**config.mk**
```make
export PLATFORM = sky130hd
export DESIGN_NAME = imm_gen_pipe
export DESIGN_NICKNAME = d
export VERILOG_FILES = /design/src/rtl/imm_gen_pipe.sv
export SDC_FILE = /design/constraint.sdc
export NUM_CORES = 1
export LEC_CHECK = 0
export BUFFER_PORTS_ARGS = -buffer_cell sky130_fd_sc_hd__buf_2
export CORE_ASPECT_RATIO = 0.9
export CORE_UTILIZATION = 45
export CTS_CLUSTER_DIAMETER = 200
export DETAILED_ROUTE_END_ITERATION = 10
export HOLD_SLACK_MARGIN = 0.03
export PLACE_DENSITY = 0.73
export SLEW_MARGIN = 20
export SYNTH_ARGS = -nofsm -noshare
export SYNTH_HDL_FRONTEND = slang
export SYNTH_SLANG_ARGS = --single-unit
```
**constraint.sdc**
```tcl
create_clock -name clk -period 3.07 [get_ports clk]
set_clock_uncertainty 0.15 [all_clocks]
set_input_delay 0.614 -clock clk [delete_from_list [all_inputs] [get_ports clk]]
set_output_delay 0.614 -clock clk [all_outputs]
set_load 0.05 [all_outputs]
```
**src/rtl/imm_gen_pipe.sv**
```systemverilog
// imm_gen_pipe: pipelined RISC-V immediate generator.
// Each accepted instruction has its immediate formed combinationally and
// stored in a 2-entry FIFO, which decouples decode from the consumer.

package definitions_pkg;

  typedef enum logic [2:0] {
    IMM_I_TYPE = 3'd0,
    IMM_STORE  = 3'd1,
    IMM_BRANCH = 3'd2,
    IMM_JAL    = 3'd3,
    IMM_U_TYPE = 3'd4,
    IMM_CSR    = 3'd5,
    IMM_SHAMT  = 3'd6
  } imm_e;

endpackage

module imm_gen_pipe
  import definitions_pkg::*;
#(
  parameter int XLEN  = 32,
  parameter int TAG_W = 4
) (
  input  logic             clk,
  input  logic             rst,
  input  logic             in_valid,
  output logic             in_ready,
  input  imm_e             in_imm_sel,
  input  logic [31:0]      in_inst,
  input  logic [TAG_W-1:0] in_tag,
  output logic             out_valid,
  input  logic             out_ready,
  output logic [XLEN-1:0]  out_imm,
  output logic [TAG_W-1:0] out_tag,
  output logic             out_err
);

  if (XLEN != 32 && XLEN != 64) begin : g_bad_xlen
    $error("imm_gen_pipe: XLEN must be 32 or 64");
  end

  // Opcode bits never contribute to the immediate.
  logic unused_opcode_bits;
  assign unused_opcode_bits = ^in_inst[6:0];

  logic [XLEN-1:0]  new_imm;
  logic             new_err;

  logic [XLEN-1:0]  mem_imm_q [2];
  logic [XLEN-1:0]  mem_imm_d [2];
  logic [TAG_W-1:0] mem_tag_q [2];
  logic [TAG_W-1:0] mem_tag_d [2];
  logic             mem_err_q [2];
  logic             mem_err_d [2];
  logic             head_q, head_d;
  logic             tail_q, tail_d;
  logic [1:0]       count_q, count_d;

  logic             do_push;
  logic             do_pop;

  // Form the final immediate and error flag for the incoming instruction.
  always_comb begin
    new_imm = {XLEN{in_inst[31]}};
    new_err = 1'b0;
    case (in_imm_sel)
      IMM_I_TYPE: new_imm[11:0] = in_inst[31:20];
      IMM_STORE:  new_imm[11:0] = {in_inst[31:25], in_inst[11:7]};
      IMM_BRANCH: new_imm[12:0] = {in_inst[31], in_inst[7], in_inst[30:25],
                                   in_inst[11:8], 1'b0};
      IMM_JAL:    new_imm[20:0] = {in_inst[31], in_inst[19:12], in_inst[20],
                                   in_inst[30:21], 1'b0};
      IMM_U_TYPE: new_imm[31:0] = {in_inst[31:12], 12'b0};
      IMM_CSR: begin
        new_imm      = '0;
        new_imm[4:0] = in_inst[19:15];
      end
      IMM_SHAMT: begin
        new_imm = '0;
        if (XLEN == 64) begin
          new_imm[5:0] = in_inst[25:20];
        end else begin
          new_imm[4:0] = in_inst[24:20];
          new_err      = in_inst[25];
        end
      end
      default: begin
        new_imm = '0;
        new_err = 1'b1;
      end
    endcase
  end

  // Handshake: readiness comes only from the registered count, and the
  // head entry is masked to zero whenever nothing valid is presented.
  always_comb begin
    in_ready  = !rst && (count_q != 2'd2);
    out_valid = !rst && (count_q != 2'd0);
    do_push   = in_valid && in_ready;
    do_pop    = out_valid && out_ready;
    out_imm   = out_valid ? mem_imm_q[head_q] : '0;
    out_tag   = out_valid ? mem_tag_q[head_q] : '0;
    out_err   = out_valid ? mem_err_q[head_q] : 1'b0;
  end

  // Next-state for the FIFO storage, pointers and occupancy.
  always_comb begin
    mem_imm_d = mem_imm_q;
    mem_tag_d = mem_tag_q;
    mem_err_d = mem_err_q;
    head_d    = head_q;
    tail_d    = tail_q;
    count_d   = count_q;
    if (do_push) begin
      mem_imm_d[tail_q] = new_imm;
      mem_tag_d[tail_q] = in_tag;
      mem_err_d[tail_q] = new_err;
      tail_d            = ~tail_q;
    end
    if (do_pop) begin
      head_d = ~head_q;
    end
    case ({do_push, do_pop})
      2'b10:   count_d = count_q + 2'd1;
      2'b01:   count_d = count_q - 2'd1;
      default: count_d = count_q;
    endcase
  end

  // State registers; reset empties the FIFO and clears stored entries.
  always_ff @(posedge clk) begin
    if (rst) begin
      for (int i = 0; i < 2; i++) begin
        mem_imm_q[i] <= '0;
        mem_tag_q[i] <= '0;
        mem_err_q[i] <= 1'b0;
      end
      head_q  <= 1'b0;
      tail_q  <= 1'b0;
      count_q <= 2'd0;
    end else begin
      mem_imm_q <= mem_imm_d;
      mem_tag_q <= mem_tag_d;
      mem_err_q <= mem_err_d;
      head_q    <= head_d;
      tail_q    <= tail_d;
      count_q   <= count_d;
    end
  end

endmodule

```
==> flow_metrics.env, run 1 <==
export IMPL_outcome="completed"
export IMPL_clkLatencyLatePin_ns=0.35
export IMPL_overflow=0
export IMPL_r2r_start="count_q[0]"
export IMPL_cts_buffers=9
export IMPL_die_h_um=91.7
export IMPL_end_kind="primary output"
export IMPL_clkSlewWorstSetupHoldPaths_ns=0.07
export IMPL_slew_headroom=0.421
export IMPL_ys_types=42
export IMPL_grt_max_degree=68
export IMPL_p_sw_w=0.000652
export IMPL_hp_start="mem_imm_q[39]"
export IMPL_layout_nets=577
export IMPL_ff_latch_area_um2=1560
export IMPL_synth_top_cell_area_share=0.388
export IMPL_core_area_um2=8610
export IMPL_ys_top_cells_by_count="dfxtp_1, nor2_1, nand2_1, mux2i_1, nand3b_1"
export IMPL_async_reset_ff_frac=0
export IMPL_tightestPinTransition_ns=0.868
export IMPL_maxSlewViolCount=0
export IMPL_tns_ns=0
export IMPL_dr_pass1_iters=4
export IMPL_post_cts_setup_buffers=0
export IMPL_avgViaCountPerCell=5.36
export IMPL_dr_total_vias=3513
export IMPL_start_util=0.467
export IMPL_intPower_w=0.00166
export IMPL_p_leak_nw=1.81
export IMPL_grt_pass1_vias=3293
export IMPL_fillers=843
export IMPL_die_area_um2=9320
export IMPL_grt_first_pass_wirelength_um=16000
export IMPL_cts_resized=0
export IMPL_synthTopCellsByArea="dfxtp_1, mux2i_1, nand3b_1"
export IMPL_p_total_w=0.00232
export IMPL_pwr_share_seq=0.475
export IMPL_wl_per_cell_um=14.7
export IMPL_rsz0062_at_grt="false"
export IMPL_cts_hold_buf=0
export IMPL_vdd_drop_max_uv=274
export IMPL_fin_crit_sh=0.855
export IMPL_power_per_cell_area_nw_per_um2=501
export IMPL_holdPathStages=2
export IMPL_syn_area_um2=4020
export IMPL_avgSynthCellArea_um2=8.31
export IMPL_max_freq_mhz=381
export IMPL_cts_max_level=3
export IMPL_cp_data_arrival_time_ns=1.86
export IMPL_synth_seq_cells=78
export IMPL_cts_root_buf="clkbuf_8"
export IMPL_drc_errors=0
export IMPL_holdCritPathClass="reg2reg"
export IMPL_clkPwrFrac=0.348
export IMPL_crit_start="count_q[0]"
export IMPL_multiInputGateArea_um2=2220
export IMPL_cts_sinks=78
export IMPL_hpwlAfterDp_um=6440
export IMPL_wl_um=9640
export IMPL_drv_cap=0
export IMPL_placementRows=32
export IMPL_yosysTopAreaCell="dfxtp_1"
export IMPL_synth_ff_type="dfxtp_1"
export IMPL_antenna_left=0
export IMPL_yosysSeqAreaShare=0.388
export IMPL_stdcell_area_um2=4620
export IMPL_crit_path_start_kind="flop"
export IMPL_io_buffers=74
export IMPL_period_needed_ns=2.63
export IMPL_final_hold_viol_count=0
export IMPL_place_area_um2=4420
export IMPL_syn_to_final_growth_pct=14.8
export IMPL_final_layout_size_suffix_gt1_frac=0.209
export IMPL_tritoncts="done"
export IMPL_drt_initial_drc_count=195
export IMPL_setup_viol=0
export IMPL_path_class="reg2out"
export IMPL_io_pins=82
export IMPL_whs_endpoint="mem_imm_q[39]"
export IMPL_synth_nets=528
export IMPL_r2r_setup_slack_ns=0.82
export IMPL_gp_congestion=0.812
export IMPL_critical_path_peak_fanout=16
export IMPL_cp_required_ns=2.31
export IMPL_grt_util_all_layers=0.221
export IMPL_die_w_um=102
export IMPL_antenna_found_initial=1
export IMPL_r2r_end="count_q[1]"
export IMPL_r2r_cells=6
export IMPL_synth_edf_count=0
export IMPL_combPwrFrac=0.177
export IMPL_cts_path_max_buffers=2
export IMPL_whs_ns=0.304
export IMPL_fin_util=0.536
export IMPL_synth_warnings=0
export IMPL_diodes=0
export IMPL_p_sw_frac=0.282
export IMPL_syn_instance_count=484
export IMPL_yosys_cell_count_top_type="dfxtp_1"
[worst max-delay path, stage by stage (launching register included)]
cell and delay [ns]:
dfxtp_1 0.37, o21bai_2 0.48, buf_4 0.36, nor2_1 0.08, buf_2 0.21
[stage by stage]
step | cells | setup WS, ns
after global routing | 655 | 0.321
final | 655 | 0.444
after CTS | 655 | 0.405
after detailed placement | 641 | 0.446
after global placement | 641 | 0.469
after floorplan | 484 | 0.301
[state kept, by name, summed over array words and instances, names as in the netlist]
register and flops:
head_q 1, tail_q 1, mem_imm_q 64, mem_err_q 2, count_q 2, mem_tag_q 8
[per-layer routing]
layer	track usage	routed length (um)	vias up
met5	0	13	-
met4	0.0713	95	2
met3	0.0625	685	11
met2	0.359	4630	99
met1	0.281	4210	1636
li1	-	-	1765
[placed cells by master (no fill, tap or decap), drive strengths merged, types with 3 or more instances in the layout]
| cell | synthesis | layout |
|---|---|---|
| a211oi | 17 | 17 |
| a21oi | 26 | 26 |
| buf | 22 | 84 |
| clkbuf | 24 | 10 |
| dfxtp | 78 | 78 |
| inv | 6 | 6 |
| mux2i | 43 | 43 |
| nand2 | 53 | 53 |
| nand2b | 14 | 14 |
| nand3 | 3 | 3 |
| nand3b | 37 | 37 |
| nand4 | 8 | 8 |
| nand4b | 8 | 8 |
| nor2 | 74 | 74 |
| nor2b | 3 | 3 |
| nor3 | 10 | 10 |
| o21a | 4 | 4 |
| o21ai | 25 | 25 |
| o32a | 4 | 4 |
| or4bb | 7 | 7 |
[power by group through the flow]
| stage | Clock [W] | Combinational (W) | Sequential, W |
|---|---|---|---|
| finish | 0.000806 | 0.000410 | 0.00110 |
| floorplan | 0 | 0.000314 | 0.00111 |
| global route | 0.000864 | 0.000451 | 0.00111 |
| CTS | 0.000821 | 0.000412 | 0.00110 |
| global placement | 0 | 0.000400 | 0.00112 |
| detailed placement | 0 | 0.000411 | 0.00112 |
[area by class of cell]
class                      count  area share
multi-input combinational    354       0.482
sequential                    78       0.338
timing repair buffer          84      0.0992
tap                          119      0.0322
clock buffer                  10      0.0276
clock inverter                 4      0.0160
inverter                       6     0.00488
[how the worst max path moves through the flow]
| stage | depth (start not counted) | slack (ns) | to |
|---|---|---|---|
| after floorplan | 5 | 0.30 | out_imm[14] |
| after global routing | 4 | 0.32 | out_imm[22] |
| after CTS | 4 | 0.41 | out_imm[22] |
| after global placement | 5 | 0.47 | out_imm[4] |
| final | 4 | 0.44 | out_imm[3] |
| after detailed placement | 5 | 0.45 | out_imm[22] |
[cells by family after synthesis]
kind of cell	after synthesis	share of synthesized area
adder cells (fa/ha/maj)	1	0.00311
buffers and inverters	52	0.0622
AND/OR/NAND/NOR	227	0.305
XOR/XNOR	4	0.0106
flip-flops	78	0.388
AO/OA/AOI/OAI	79	0.124
multiplexers	43	0.107
No activity file was read; power rests on OpenSTA's default activity.
==> inputs of run 2 (changes only) <==
--- a/config.mk
+++ b/config.mk
@@ -6,12 +6,15 @@
 export NUM_CORES = 1
 export LEC_CHECK = 0
 export BUFFER_PORTS_ARGS = -buffer_cell sky130_fd_sc_hd__buf_2
+export CELL_PAD_IN_SITES_DETAIL_PLACEMENT = 0
+export CELL_PAD_IN_SITES_GLOBAL_PLACEMENT = 1
 export CORE_ASPECT_RATIO = 0.9
-export CORE_UTILIZATION = 45
+export CORE_UTILIZATION = 44
 export CTS_CLUSTER_DIAMETER = 200
+export CTS_CLUSTER_SIZE = 12
 export DETAILED_ROUTE_END_ITERATION = 10
 export HOLD_SLACK_MARGIN = 0.03
-export PLACE_DENSITY = 0.73
+export PLACE_DENSITY = 0.91
 export SLEW_MARGIN = 20
 export SYNTH_ARGS = -nofsm -noshare
 export SYNTH_HDL_FRONTEND = slang
==> run 2 against run 1 <==
  * Power decreased by 1.5%
  * Final cell count grew 0.46%
  * Setup slack better by 0.069 ns
  * Sequential power hardly changed
  * Worst hold slack improved by 0.0014 ns
  * Clock-buffer cell count rose by 1
  * Highest routed layer is now met4
==> flow_metrics.env, run 2 (same netlist as run 1, synthesis figures left out) <==
export IMPL_maxSlewViolCount=0
export IMPL_hpwlAfterDp_um=6530
export IMPL_grt_util_all_layers=0.211
export IMPL_cts_hold_buf=0
export IMPL_overflow=0
export IMPL_dr_pass1_iters=4
export IMPL_grt_max_degree=63
export IMPL_cp_data_arrival_time_ns=1.79
export IMPL_setup_viol=0
export IMPL_cts_path_max_buffers=2
export IMPL_holdCritPathClass="reg2reg"
export IMPL_largest_reg_flops=64
export IMPL_tritoncts="done"
export IMPL_io_pins=82
export IMPL_cts_resized=0
export IMPL_period_needed_ns=2.56
export IMPL_fin_util=0.529
export IMPL_outcome="completed"
export IMPL_die_area_um2=9520
export IMPL_final_cell_mix="dfxtp_1, nor2_1, buf_2, nand2_1, mux2i_1"
export IMPL_diodes=0
export IMPL_stdcell_area_um2=4620
export IMPL_p_leak_nw=1.81
export IMPL_post_cts_setup_buffers=0
export IMPL_grt_first_pass_wirelength_um=15600
export IMPL_grt_pass1_vias=3327
export IMPL_path_class="reg2out"
export IMPL_placementRows=32
export IMPL_clkSlewWorstSetupHoldPaths_ns=0.08
export IMPL_slew_headroom=0.403
export IMPL_cp_required_ns=2.31
export IMPL_die_h_um=92.7
export IMPL_avgViaCountPerCell=5.42
export IMPL_tns_ns=0
export IMPL_end_kind="primary output"
export IMPL_antenna_found_initial=0
export IMPL_gp_congestion=0.811
export IMPL_crit_path_start_kind="flop"
export IMPL_wl_um=9740
export IMPL_layout_nets=578
export IMPL_rsz0062_at_grt="false"
export IMPL_cts_buffers=9
export IMPL_syn_to_final_growth_pct=14.9
export IMPL_cts_max_level=3
export IMPL_start_util=0.461
export IMPL_cts_sinks=78
export IMPL_drv_cap=0
export IMPL_io_buffers=74
export IMPL_fin_crit_sh=0.833
export IMPL_antenna_left=0
export IMPL_vdd_drop_max_uv=274
export IMPL_place_area_um2=4420
export IMPL_drt_initial_drc_count=147
export IMPL_largestRegisters="mem_imm_q (64), mem_tag_q (8)"
export IMPL_clkLatencyLatePin_ns=0.34
export IMPL_largest_register="mem_imm_q"
export IMPL_cts_root_buf="clkbuf_8"
export IMPL_max_freq_mhz=391
export IMPL_die_w_um=103
export IMPL_tightestPinTransition_ns=0.896
export IMPL_core_area_um2=8730
export IMPL_critical_path_peak_fanout=15
export IMPL_final_layout_size_suffix_gt1_frac=0.213
export IMPL_layout_commonest_cell="dfxtp_1"
export IMPL_dr_total_vias=3568
export IMPL_drc_errors=0
export IMPL_final_hold_viol_count=0
export IMPL_power_per_cell_area_nw_per_um2=494
export IMPL_wl_per_cell_um=14.8
run 2: report_power, final:
group	total (W)	leakage (nW)	switching, W	internal (W)
logic	0.000419	1.07	0.000266	0.000152
clock network	0.000769	0.0997	0.000371	0.000398
registers	0.00109	0.635	0.0000309	0.00106
total	0.00228	1.81	0.000669	0.00161
run 2: final timing paths:
path                 start       endpoint  slack, ns  cells past startpoint
max             count_q[1]    out_imm[23]       0.51                      4
min          mem_imm_q[43]  mem_imm_q[43]       0.30                      2
max reg2reg     count_q[1]     count_q[1]       0.88                      6
min reg2reg  mem_imm_q[43]  mem_imm_q[43]       0.30                      2
run 2: worst max-delay path: stages, from the launching register on:
cell,delay (ns)
dfxtp_1,0.35
o21bai_2,0.48
buf_4,0.32
nor2_1,0.08
buf_2,0.21
run 2: final cells by class:
class / count / area [um^2]
Fill cell: 875 / 4110
Clock inverter: 5 / 56.3
Multi-Input combinational cell: 354 / 2220
Sequential cell: 78 / 1560
Tap cell: 119 / 149
Inverter: 6 / 22.5
Timing Repair Buffer: 85 / 465
Clock buffer: 11 / 141
run 2: metal layers:
metal  vias to the layer above  GRT usage  wire length (um)
met5                         -          0                 0
met4                         0     0.0845               161
met3                        14     0.0340               470
met2                       114      0.333              4390
met1                      1671      0.285              4720
li1                       1769          -                 -
run 2: through the flow:
step           worst slack [ns]  hold WS (ns)  power, W  std cells
6_report                  0.513         0.305   0.00228        658
3_3_place_gp              0.576         0.291   0.00152        642
4_1_cts                   0.474         0.302   0.00229        658
3_5_place_dp              0.559         0.296   0.00153        642
2_1_floorplan             0.301         0.286   0.00142        484
5_1_grt                   0.404         0.301   0.00237        658
==> inputs of run 3 (changes only) <==
--- a/config.mk
+++ b/config.mk
@@ -9,12 +9,12 @@
 export CELL_PAD_IN_SITES_DETAIL_PLACEMENT = 0
 export CELL_PAD_IN_SITES_GLOBAL_PLACEMENT = 1
 export CORE_ASPECT_RATIO = 0.9
-export CORE_UTILIZATION = 44
+export CORE_UTILIZATION = 37
 export CTS_CLUSTER_DIAMETER = 200
 export CTS_CLUSTER_SIZE = 12
 export DETAILED_ROUTE_END_ITERATION = 10
 export HOLD_SLACK_MARGIN = 0.03
-export PLACE_DENSITY = 0.91
+export PLACE_DENSITY = 0.82
 export SLEW_MARGIN = 20
 export SYNTH_ARGS = -nofsm -noshare
 export SYNTH_HDL_FRONTEND = slang
==> constraint.sdc (replaced) <==
create_clock -name clk -period 2.25 [get_ports clk]
set_clock_uncertainty 0.15 [all_clocks]
set_input_delay 0.45 -clock clk [delete_from_list [all_inputs] [get_ports clk]]
set_output_delay 0.45 -clock clk [all_outputs]
set_load 0.05 [all_outputs]
==> run 3 against run 2 <==
  * The flow now finishes with violations (DRC)
  * Clock-buffer cell count decreased by 2
  * Sequential power grew 38%
  * Non-clock buffer count is 5 higher
  * Critical path type unchanged
  * Critical endpoint is now out_imm[4]
==> flow_metrics.env, run 3 (same netlist as run 1, synthesis figures left out) <==
export IMPL_grt_pass1_vias=3331
export IMPL_layout_commonest_cell="dfxtp_1"
export IMPL_final_hold_viol_count=0
export IMPL_io_pins=82
export IMPL_final_cell_mix="dfxtp_1, nor2_1, buf_2, nand2_1, mux2i_1"
export IMPL_critical_path_peak_fanout=20
export IMPL_cts_max_level=3
export IMPL_period_needed_ns=2.15
export IMPL_p_sw_w=0.00101
export IMPL_largestRegisters="mem_imm_q (64), mem_tag_q (8)"
export IMPL_vdd_drop_max_uv=375
export IMPL_clkLatencyLatePin_ns=0.33
export IMPL_cts_root_buf="clkbuf_16"
export IMPL_post_cts_setup_buffers=0
export IMPL_rsz0062_at_grt="false"
export IMPL_violations="DRC"
export IMPL_maxSlewViolCount=0
export IMPL_wl_per_cell_um=15.2
export IMPL_path_class="reg2out"
export IMPL_cts_buffers=9
export IMPL_drv_cap=0
export IMPL_start_util=0.386
export IMPL_dp_cells=656
export IMPL_p_total_w=0.00344
export IMPL_slew_headroom=0.401
export IMPL_placementRows=35
export IMPL_dr_pass1_iters=7
export IMPL_crit_path_start_kind="flop"
export IMPL_diodes=0
export IMPL_grt_util_all_layers=0.185
export IMPL_die_w_um=112
export IMPL_setup_viol=0
export IMPL_drt_initial_drc_count=244
export IMPL_p_sw_frac=0.292
export IMPL_max_freq_mhz=466
export IMPL_dr_total_vias=3523
export IMPL_tns_ns=0
export IMPL_clkSlewWorstSetupHoldPaths_ns=0.06
export IMPL_p_leak_nw=1.88
export IMPL_wl_um=10300
export IMPL_antenna_left=0
export IMPL_power_per_cell_area_nw_per_um2=717
export IMPL_overflow=0
export IMPL_end_kind="primary output"
export IMPL_fin_util=0.461
export IMPL_io_buffers=74
export IMPL_grt_max_degree=57
export IMPL_layout_nets=583
export IMPL_syn_to_final_growth_pct=19.5
export IMPL_whs_ns=0.182
export IMPL_core_area_um2=10400
export IMPL_combPwrFrac=0.172
export IMPL_cp_required_ns=1.65
export IMPL_grt_first_pass_wirelength_um=16500
export IMPL_cts_sinks=78
export IMPL_hpwlAfterDp_um=6810
export IMPL_final_layout_size_suffix_gt1_frac=0.222
export IMPL_tritoncts="done"
export IMPL_largest_register="mem_imm_q"
export IMPL_outcome="finished, violations left"
export IMPL_drc_errors=8
export IMPL_final_cells=673
export IMPL_largest_reg_flops=64
export IMPL_pwr_share_seq=0.435
export IMPL_gp_congestion=0.750
export IMPL_die_area_um2=11300
export IMPL_die_h_um=101
export IMPL_antenna_found_initial=0
export IMPL_clkPwrFrac=0.393
export IMPL_cts_path_max_buffers=2
export IMPL_avgViaCountPerCell=5.23
export IMPL_cp_data_arrival_time_ns=1.55
export IMPL_intPower_w=0.00243
export IMPL_holdCritPathClass="in2reg"
export IMPL_tightestPinTransition_ns=0.897
export IMPL_fin_crit_sh=0.955
export IMPL_fillers=1011
## run 3: cell types whose count changed in the layout (fill, tap and decap cells not counted), sizes merged
cell / delta
clkinvlp: +1
bufinv: -1
inv: +1
clkbuf: -1
buf: +4
clkinv: +1
## run 3: final timing paths
check,startpoint,end,slack (ns),depth (start not counted)
min,in_tag[0],mem_tag_q[0],0.18,3
min reg2reg,mem_imm_q[63],mem_imm_q[63],0.30,2
max reg2reg,count_q[0],count_q[1],0.39,6
max,count_q[0],out_imm[4],0.10,4
## run 3: critical path, stage by stage (launching register included)
cell,delay (ns)
dfxtp_1,0.44
o21bai_2,0.11
buf_4,0.22
nor2_1,0.17
buf_2,0.28
## run 3: power by group through the flow
stage	combinational (W)	sequential, W	clock [W]
final	0.000592	0.00150	0.00135
after global routing	0.000652	0.00150	0.00144
after CTS	0.000587	0.00150	0.00138
after detailed placement	0.000584	0.00153	0
after global placement	0.000573	0.00152	0
after floorplan	0.000429	0.00151	0
## run 3: per-layer routing
metal	share of wire	routed length, um	vias up	GRT usage
met5	0	0	-	0
met4	0.0097	99	0	0.0728
met3	0.042	429	6	0.0295
met2	0.46	4690	87	0.296
met1	0.49	5030	1647	0.251
li1	-	-	1783	-
## run 3: cell type report
class / count / area, um^2 / share of cell area
repair buffers: 90 / 546 / 0.114
flip-flops and latches: 78 / 1570 / 0.326
well taps: 129 / 161 / 0.0336
inverters: 6 / 22.5 / 0.00469
clock buffers: 9 / 225 / 0.0469
clock inverters: 7 / 58.8 / 0.0122
multi-input cells: 354 / 2220 / 0.463
## run 3: through the flow
| step | area [um^2] | setup WS, ns |
|---|---|---|
| after floorplan | 4020 | -0.191 |
| after global placement | 4490 | 0.124 |
| after detailed placement | 4490 | 0.0468 |
| after CTS | 4770 | 0.0211 |
| after global routing | 4800 | 0.0170 |
| final | 4800 | 0.102 |
## run 3: timing repair
| item | 4_1_cts | 5_1_grt |
|---|---|---|
| hold buffers | 0 | 0 |
| resized for setup | 0 | 1 |
| endpoints found under the setup margin | 0 | 5 |
